File: src/rtl/mem_access_unit.sv
// Load/store sequencer between the MEM stage and a word-wide data memory.
// Sub-word stores are read-modify-write; lanes are big-endian.
module mem_access_unit #(
    parameter int MEM_WORDS = 256,
    parameter int IDX_W     = 8
) (
    input  logic        clk,
    input  logic        rst_n,
    input  logic        req_valid,
    output logic        req_ready,
    input  logic        req_write,
    input  logic [1:0]  req_size,
    input  logic        req_signed,
    input  logic [31:0] req_addr,
    input  logic [31:0] req_wdata,
    output logic        resp_valid,
    output logic [31:0] resp_rdata,
    output logic        resp_err,
    output logic        MemRead,
    output logic        MemWrite,
    output logic [31:0] Address,
    output logic [31:0] Write_data,
    input  logic [31:0] Read_data
);

    localparam logic [1:0] IDLE = 2'd0;
    localparam logic [1:0] RD   = 2'd1;
    localparam logic [1:0] WR   = 2'd2;
    localparam logic [1:0] RESP = 2'd3;

    logic [1:0]  state;
    logic        wr_q;
    logic [1:0]  size_q;
    logic        sgn_q;
    logic [1:0]  off_q;
    logic [15:0] wdata_q;
    logic        err_q;
    logic [31:0] rdata_q;
    logic [31:0] addr_q;
    logic [31:0] wd_q;

    logic [31:0] wix;
    logic        bad_align;
    logic        bad_range;
    logic        req_err;
    logic [7:0]  byte_l;
    logic [15:0] half_l;
    logic [31:0] load_v;
    logic [31:0] merged;

    assign wix = {{(32-IDX_W){1'b0}}, req_addr[IDX_W+1:2]};

    assign bad_align = (req_size == 2'b11)
                     | ((req_size == 2'b01) & req_addr[0])
                     | ((req_size == 2'b10) & (req_addr[1:0] != 2'b00));
    // second term only matters for a non-power-of-two depth
    assign bad_range = (req_addr[31:IDX_W+2] != '0)
                     | (wix >= 32'(MEM_WORDS));
    assign req_err   = bad_align | bad_range;

    always_comb begin
        byte_l = Read_data[7:0];
        unique case (off_q)
            2'd0: byte_l = Read_data[31:24];
            2'd1: byte_l = Read_data[23:16];
            2'd2: byte_l = Read_data[15:8];
            2'd3: byte_l = Read_data[7:0];
        endcase
        half_l = off_q[1] ? Read_data[15:0] : Read_data[31:16];
        unique case (size_q)
            2'b00:   load_v = {{24{sgn_q & byte_l[7]}}, byte_l};
            2'b01:   load_v = {{16{sgn_q & half_l[15]}}, half_l};
            default: load_v = Read_data;
        endcase
    end

    always_comb begin
        merged = Read_data;
        if (size_q == 2'b00) begin
            unique case (off_q)
                2'd0: merged[31:24] = wdata_q[7:0];
                2'd1: merged[23:16] = wdata_q[7:0];
                2'd2: merged[15:8]  = wdata_q[7:0];
                2'd3: merged[7:0]   = wdata_q[7:0];
            endcase
        end else if (off_q[1]) begin
            merged[15:0] = wdata_q;
        end else begin
            merged[31:16] = wdata_q;
        end
    end

    always_ff @(posedge clk or negedge rst_n) begin
        if (!rst_n) begin
            state   <= IDLE;
            wr_q    <= 1'b0;
            size_q  <= 2'b00;
            sgn_q   <= 1'b0;
            off_q   <= 2'b00;
            wdata_q <= '0;
            err_q   <= 1'b0;
            rdata_q <= '0;
            addr_q  <= '0;
            wd_q    <= '0;
        end else begin
            unique case (state)
                IDLE: begin
                    if (req_valid) begin
                        wr_q    <= req_write;
                        size_q  <= req_size;
                        sgn_q   <= req_signed;
                        off_q   <= req_addr[1:0];
                        wdata_q <= req_wdata[15:0];
                        err_q   <= req_err;
                        rdata_q <= '0;
                        if (req_err) begin
                            state <= RESP;
                        end else begin
                            addr_q <= wix;
                            if (req_write && req_size == 2'b10) begin
                                wd_q  <= req_wdata;
                                state <= WR;
                            end else begin
                                state <= RD;
                            end
                        end
                    end
                end
                RD: begin
                    if (wr_q) begin
                        wd_q  <= merged;
                        state <= WR;
                    end else begin
                        rdata_q <= load_v;
                        state   <= RESP;
                    end
                end
                WR:   state <= RESP;
                RESP: state <= IDLE;
            endcase
        end
    end

    assign req_ready  = (state == IDLE);
    assign MemRead    = (state == RD);
    assign MemWrite   = (state == WR);
    assign resp_valid = (state == RESP);
    assign resp_err   = (state == RESP) & err_q;
    assign resp_rdata = (state == RESP) ? rdata_q : '0;
    assign Address    = addr_q;
    assign Write_data = wd_q;

endmodule

File: config.mk
export PLATFORM = sky130hd
export DESIGN_NAME = mem_access_unit
export DESIGN_NICKNAME = d
export VERILOG_FILES = /design/src/rtl/mem_access_unit.sv
export SDC_FILE = /design/constraint.sdc
export NUM_CORES = 1
export LEC_CHECK = 0
export CAP_MARGIN = 20
export CORE_ASPECT_RATIO = 1.4
export CORE_UTILIZATION = 40
export DETAILED_ROUTE_END_ITERATION = 16
export PLACE_DENSITY = 0.85
export SYNTH_ARGS = -nofsm -noshare
export SYNTH_HDL_FRONTEND = slang
export SYNTH_SLANG_ARGS = --single-unit
export TNS_END_PERCENT = 50
File: constraint.sdc
create_clock -name clk -period 1.95 [get_ports clk]
set_input_delay 0.2925 -clock clk [delete_from_list [all_inputs] [get_ports clk]]
set_output_delay 0.2925 -clock clk [all_outputs]
set_load 0.1 [all_outputs]
==> metrics.md, run 1 <==
| Metric | Value |
|---|---|
| Lkg Pwr | 4.00 nW |
| Final setup fails | 32 |
| FF/Latch Area | 2430 sq um |
| Pin count of the biggest net entering global routing | 41 |
| Final setup TNS | -937 ps |
| Gr busiest metal | met2 |
| Global-route wire length before repair | 27000 um |
| CTS clock-pin slew for the worst setup and hold paths | 70 ps |
| Via count | 4979 |
| Vias in the first global route | 4898 |
| Violated checks | negative setup slack |
| Pwr Total | 16.2 mW |
| Fillers | 1055 |
| Area growth, synth to finish | 52.6% |
| Run status | finished, violations left |
| M3 GR Usage | 4.30% |
| Max Clock Freq | 498 MHz |
| Post-synth ARST share | 100% |
| Worst Setup SP | state[1] |
| Initial core utilization | 41.5% |
| Detailed Route WL | 18100 um |
| Final Cycle Share | 103% |
| Distinct cell type count after synthesis | 39 |
| Worst EP arrival | 2240 ps |
| Wire per inst | 19.2 um |
| DRC violations left | 0 |
| Final Wtd Congestion | 0.886 |
| Initial DRC Count | 326 |
| Pre-antenna DRT Iters | 5 |
| DP Worst Slack | -390 ps |
| Initial antenna violation count | 0 |
| Multi-input logic area | 3380 sq um |
| Worst hold path type | input pin to asynchronous set/reset pin |
| H-tree depth | 3 |
| Dpl hpwl | 13800 um |
| Maximum vdd drop | 1.35 mV |
| Post-synthesis sequential area ratio | 41.6% |
| Core Rows | 51 |
| Crit path required time | 2180 ps |
| Mapped Avg Cell Area | 10.6 sq um |
| Layout cells sized above 1 | 37.5% |
| EDFF count, synth | 0 |
| Cell area after layout | 8890 sq um |
| Mapped Area | 5830 sq um |
| Hold Fails Final Rpt | 0 |
| Die W | 104 um |
| Register bit count reported by yosys | 97 |
| Die area | 15100 sq um |
| Clk_skew | 10.9 ps |
| CTS tree | yes |
| Placed Area | 8390 sq um |
| Crit path max-delay cell type | dfrtp_1 |
| Max_cap viols | 0 |
| FF-to-FF Start | state[1] |
| Num CTS Buffers | 9 |
| Mapped Cells | 552 |
| Longest Clk Path Bufs | 2 |
| Slew HR | 62.9% |
| CTS Root Cell | clkbuf_16 |
| Final Net Count | 859 |
| Warnings from Yosys | 0 |
| Critical path class | flop to flop |
| Total grt overflow | 0 |
| CP peak stage delay | 420 ps |
| Vias/cell | 5.29 |
| Met2 usage | 41.4% |
| Met1 GRT Util | 27.1% |
| Slew @ Worst Pin | 555 ps |
| Startpoint types | flop |
| Worst skew pair latency | 350 ps |
| Pwr/cell area | 1830 nW/um^2 |
| Crit. End Element | flop |
| Minimum clock period after layout | 2010 ps |
| Unrepaired setup endpoints after global routing | true |
| Ant diodes | 0 |
| Die H | 145 um |
| Worst-path cell chain | inv_2 > ha_4 > nand2b_4 > o21ai_2 > nor3_4 > a21oi_4 > buf_12 > clkbuf_16 > mux2_4 |
| Top-level I/O count | 204 |
| Top fanout value on the critical path | 10 |
| GRT Overall Usage | 23.2% |
| Leading register cell type out of synthesis | dfrtp_1 |
| Sinks on Clock Net | 97 |
| Core area | 14000 sq um |
| Min setup slack post-route | -59.4 ps |
| Slew Limit Fails | 0 |
| Buffers on Ports | 179 |
| Final ANT Viol Nets | 0 |
[where the power goes]
group	internal [mW]	switching, mW	leakage, nW
logic	4.09	6.91	2.64
clock network	0.937	0.784	0.143
registers	2.81	0.705	1.21
total	7.83	8.40	4.00
[worst max-delay path, delay by kind of cell, from the launching register on]
family,cells,cell delay (ps)
AO/OA/AOI/OAI,2,190
adder cells (fa/ha/maj),1,190
buffers and inverters,3,410
flip-flops,1,420
multiplexers,1,300
AND/OR/NAND/NOR,2,360
[stage by stage]
step                      utilization (%)  hold slack (ps)  instances
after global routing                 63.4              429        942
after global placement               59.7              222        916
final                                63.4              397        942
after floorplan                         -            -3.09        575
after detailed placement             59.7              228        916
after CTS                            62.0              403        933
[layout by cell type (no fill, tap or decap), types with 16 or more instances in the layout]
master,instances
mux2_2,52
nand2_1,23
a22o_1,17
a211oi_1,16
mux2_4,34
mux2i_1,33
buf_12,45
nand2b_1,39
buf_4,76
nor2b_1,17
clkdlybuf4s50_1,97
conb_1,24
nor2_1,20
a21oi_1,36
dfrtp_1,95
and2_2,31
[cell families after synthesis]
kind of cell             count (synthesis)  synth area share (%)
buffers and inverters                   66                  6.66
multiplexers                           120                  22.7
adder cells (fa/ha/maj)                  4                 0.859
AND/OR/NAND/NOR                        158                  15.4
flip-flops                              97                  41.6
AO/OA/AOI/OAI                          106                  12.7
other                                    1                0.0643
[synth_stat cells (16+ instances only)]
cell type | number | area [sq um]
nor2b_1 | 18 | 113
a21oi_1 | 36 | 180
nand2_1 | 23 | 86.3
mux2i_1 | 33 | 330
nor2_1 | 21 | 78.8
dfrtp_1 | 97 | 2430
mux2_2 | 82 | 923
clkbuf_1 | 17 | 63.8
nand2b_1 | 40 | 250
buf_4 | 26 | 195
a22o_1 | 17 | 149
and2_1 | 34 | 213
a211oi_1 | 16 | 120
[area by class of cell]
cell class	count	share of cell area (%)
Clock buffer	12	2.88
Multi-Input combinational cell	413	38.0
Inverter	5	0.211
Timing Repair Buffer	226	28.7
Tap cell	185	2.60
Clock inverter	4	0.310
Sequential cell	97	27.3
[path summary, 6_finish.rpt]
check | cells past startpoint | to | slack, ps
hold reg to reg | 2 | rdata_q[7] | 490
setup / recovery | 9 | Write_data[25] | -60
min in group clk | 2 | rdata_q[7] | 490
setup reg to reg | 9 | Write_data[25] | -60
hold / removal | 2 | Write_data[19] | 400
max in group asynchronous | 3 | rdata_q[30] | 990
[metal layers]
layer	wire length (um)	vias to the layer above	share of wire, %
met5	0	-	0
met2	9320	184	51
met4	860	0	4.7
met1	7160	2417	39
met3	783	56	4.3
li1	-	2322	-
[registers in the layout (all words and copies together), names as in the netlist]
register,count
Address,8
Write_data,32
err_q,1
off_q,2
rdata_q,32
sgn_q,1
size_q,2
state,2
wdata_q,16
wr_q,1
[timing repair]
item	in CTS	in global routing
setup endpoints to repair	48	58
endpoints found under the hold margin	24	0
pin swaps	1	4
resized for setup	4	20
cloned	0	2
hold buffers	1	0
buffers inserted	0	7
(Power assumes the default switching activity.)
==> inputs of run 2 (changes only) <==
Settings changed: CAP_MARGIN 20 to 10.
==> results of run 2 <==
Same layout as run 1: the final DEF is identical, and so are final timing and power.
==> inputs of run 3 (changes only) <==
Settings changed: REMOVE_ABC_BUFFERS from default to 1.
==> run 3 against run 2 <==
The run now ends clean. First-iteration DRC count is 3.7% higher. Wire length is 4.9% lower. Global-route usage is 0.44 points lower. Cell count is 0.42% lower. Clock skew is 5.6 ps lower. Sequential share of layout area is 0.31 points higher. Via count is 1.4% higher. Final area is 1.1% lower. Hold slack better by 38 ps. Flip-flop and latch count stayed put. Maximum frequency is 4.0% higher. Critical path depth is 4 lower. Highest routed layer unchanged.
==> metrics.md, run 3 (same netlist as run 1, synthesis figures left out) <==
| Metric | Value |
|---|---|
| Run status | completed |
| Maximum vdd drop | 0.798 mV |
| Final Wtd Congestion | 0.851 |
| Initial antenna violation count | 0 |
| Via count | 5047 |
| Ant diodes | 0 |
| Core area | 14000 sq um |
| Crit path required time | 1660 ps |
| Sw power | 8.30 mW |
| Layout cells sized above 1 | 33.2% |
| Global-route wire length before repair | 26700 um |
| Initial DRC Count | 338 |
| Initial core utilization | 41.5% |
| CTS Root Cell | clkbuf_16 |
| Fin Hold WS | 435 ps |
| Die W | 104 um |
| Worst-path cell chain | buf_4 > ha_1 > buf_12 > and2_1 > buf_12 |
| Switching part of the total | 51.6% |
| Buffers on Ports | 179 |
| Slew Limit Fails | 0 |
| Num CTS Buffers | 9 |
| CTS clock-pin slew for the worst setup and hold paths | 60 ps |
| Lkg Pwr | 3.89 nW |
| Detailed Route WL | 17200 um |
| Clock power share | 11.9% |
| Minimum clock period after layout | 1930 ps |
| Max Clock Freq | 518 MHz |
| Startpoint types | flop |
| H-tree depth | 3 |
| Crit path max-delay cell type | dfrtp_1 |
| Worst EP arrival | 1640 ps |
| Unrepaired setup endpoints after global routing | true |
| Dpl hpwl | 12700 um |
| Vias in the first global route | 5151 |
| Worst r2r path cells | 6 |
| Final setup fails | 0 |
| Final Net Count | 856 |
| Pre-antenna DRT Iters | 5 |
| Sinks on Clock Net | 97 |
| Area growth, synth to finish | 50.9% |
| Vias/cell | 5.38 |
| Final Cycle Share | 99.1% |
| CTS tree | yes |
| Top-level I/O count | 204 |
| Worst skew pair latency | 350 ps |
| Share of power burned in registers | 21.3% |
| Reg2Reg Setup Slack | 60 ps |
| Worst R2R End | rdata_q[16] |
| FF-to-FF Start | off_q[1] |
| Max_cap viols | 0 |
| Total grt overflow | 0 |
| Most frequent cells in the layout | 95 x dfrtp_1, 91 x clkdlybuf4s50_1, 77 x mux2_2 |
| CP peak stage delay | 380 ps |
| Utilization after layout | 62.6% |
| Pwr/cell area | 1830 nW/um^2 |
| Crit. End Element | output pin |
| GRT Overall Usage | 22.8% |
| Pin count of the biggest net entering global routing | 39 |
| Die H | 145 um |
| Internal cell power | 7.79 mW |
| Die area | 15100 sq um |
| Crit path top cell by count | buf_12 |
| Hold Fails Final Rpt | 0 |
| Commonest non-fill, non-tap cell in the layout | dfrtp_1 |
| DRC violations left | 0 |
| Top fanout value on the critical path | 34 |
| Worst hold path type | input pin to asynchronous set/reset pin |
| Final ANT Viol Nets | 0 |
| Wire per inst | 18.4 um |
| Longest Clk Path Bufs | 2 |
| Clk_skew | 5.26 ps |
| Combinational Power Share | 66.8% |
| Core Rows | 51 |
| Critical path class | flop to output pin |
## run 3: cell count changes in the layout (fill, tap and decap cells not counted), sizes merged
| cell | before | now |
|---|---|---|
| clkdlybuf4s50 | 97 | 91 |
| clkbuf | 13 | 11 |
| clkinv | 4 | 1 |
| buf | 123 | 120 |
| dlymetal6s2s | 4 | 10 |
| bufinv | 0 | 2 |
| clkinvlp | 0 | 2 |
## run 3: power by group through the flow
stage	Combinational [mW]	Clock (mW)	Sequential, mW
2_1_floorplan	4.72	0	5.92
3_3_place_gp	10.3	0	3.38
3_5_place_dp	10.5	0	3.41
4_1_cts	10.5	1.94	3.38
5_1_grt	11.3	2.02	3.51
6_report	10.8	1.91	3.43
## run 3: how the worst max path moves through the flow
stage / start / to / slack, ps / depth (start not counted)
final: state[1] / resp_rdata[0] / 20 / 5
after global routing: off_q[1] / rdata_q[24] / -40 / 6
after CTS: off_q[1] / Write_data[29] / 0.2 / 7
after detailed placement: req_addr[13] / Write_data[27] / -410 / 7
after global placement: req_addr[29] / Write_data[21] / -360 / 7
after floorplan: state[1] / Write_data[0] / -2080 / 6
## run 3: critical path, delay by kind of cell (launching register included)
family / cells / cell delay (ps)
adders and majority gates: 1 / 200
buffers and inverters: 3 / 480
DFF: 1 / 380
and+or+nand+nor: 1 / 190
## run 3: cell type report
class                           count  area [sq um]
Fill cell                        1118          5250
Multi-Input combinational cell    413          3250
Timing Repair Buffer              223          2540
Sequential cell                    97          2430
Clock buffer                       10           239
Tap cell                          185           231
Clock inverter                      5          80.1
Inverter                            5          18.8
## run 3: repair_timing
| action | 4_1_cts | 5_1_grt |
|---|---|---|
| gates resized for setup | 8 | 37 |
| setup endpoints to repair | 42 | 74 |
| hold endpoints to repair | 31 | 0 |
| gates cloned | 0 | 2 |
| setup buffers | 0 | 2 |
| hold buffers | 1 | 0 |
| pin swaps | 1 | 9 |
## run 3: stage by stage
step                std cells  instance area (sq um)  setup TNS, ps  power, mW  setup slack (ps)
floorplan                 514                   5550        -172470       10.6             -2080
finish                    938                   8790              0       16.1              18.2
global route              938                   8790           -716       16.8             -39.8
CTS                       934                   8580              0       15.8             0.226
global placement          918                   8210         -17500       13.7              -363
detailed placement        918                   8210         -19810       13.9              -412
## run 3: routing by layer
layer | up-vias | track usage, % | routed length, um
met5 | - | 0 | 0
met4 | 0 | 11.7 | 769
met3 | 49 | 4.21 | 1000
met2 | 234 | 40.7 | 8990
met1 | 2448 | 26.2 | 6470
li1 | 2316 | - | -
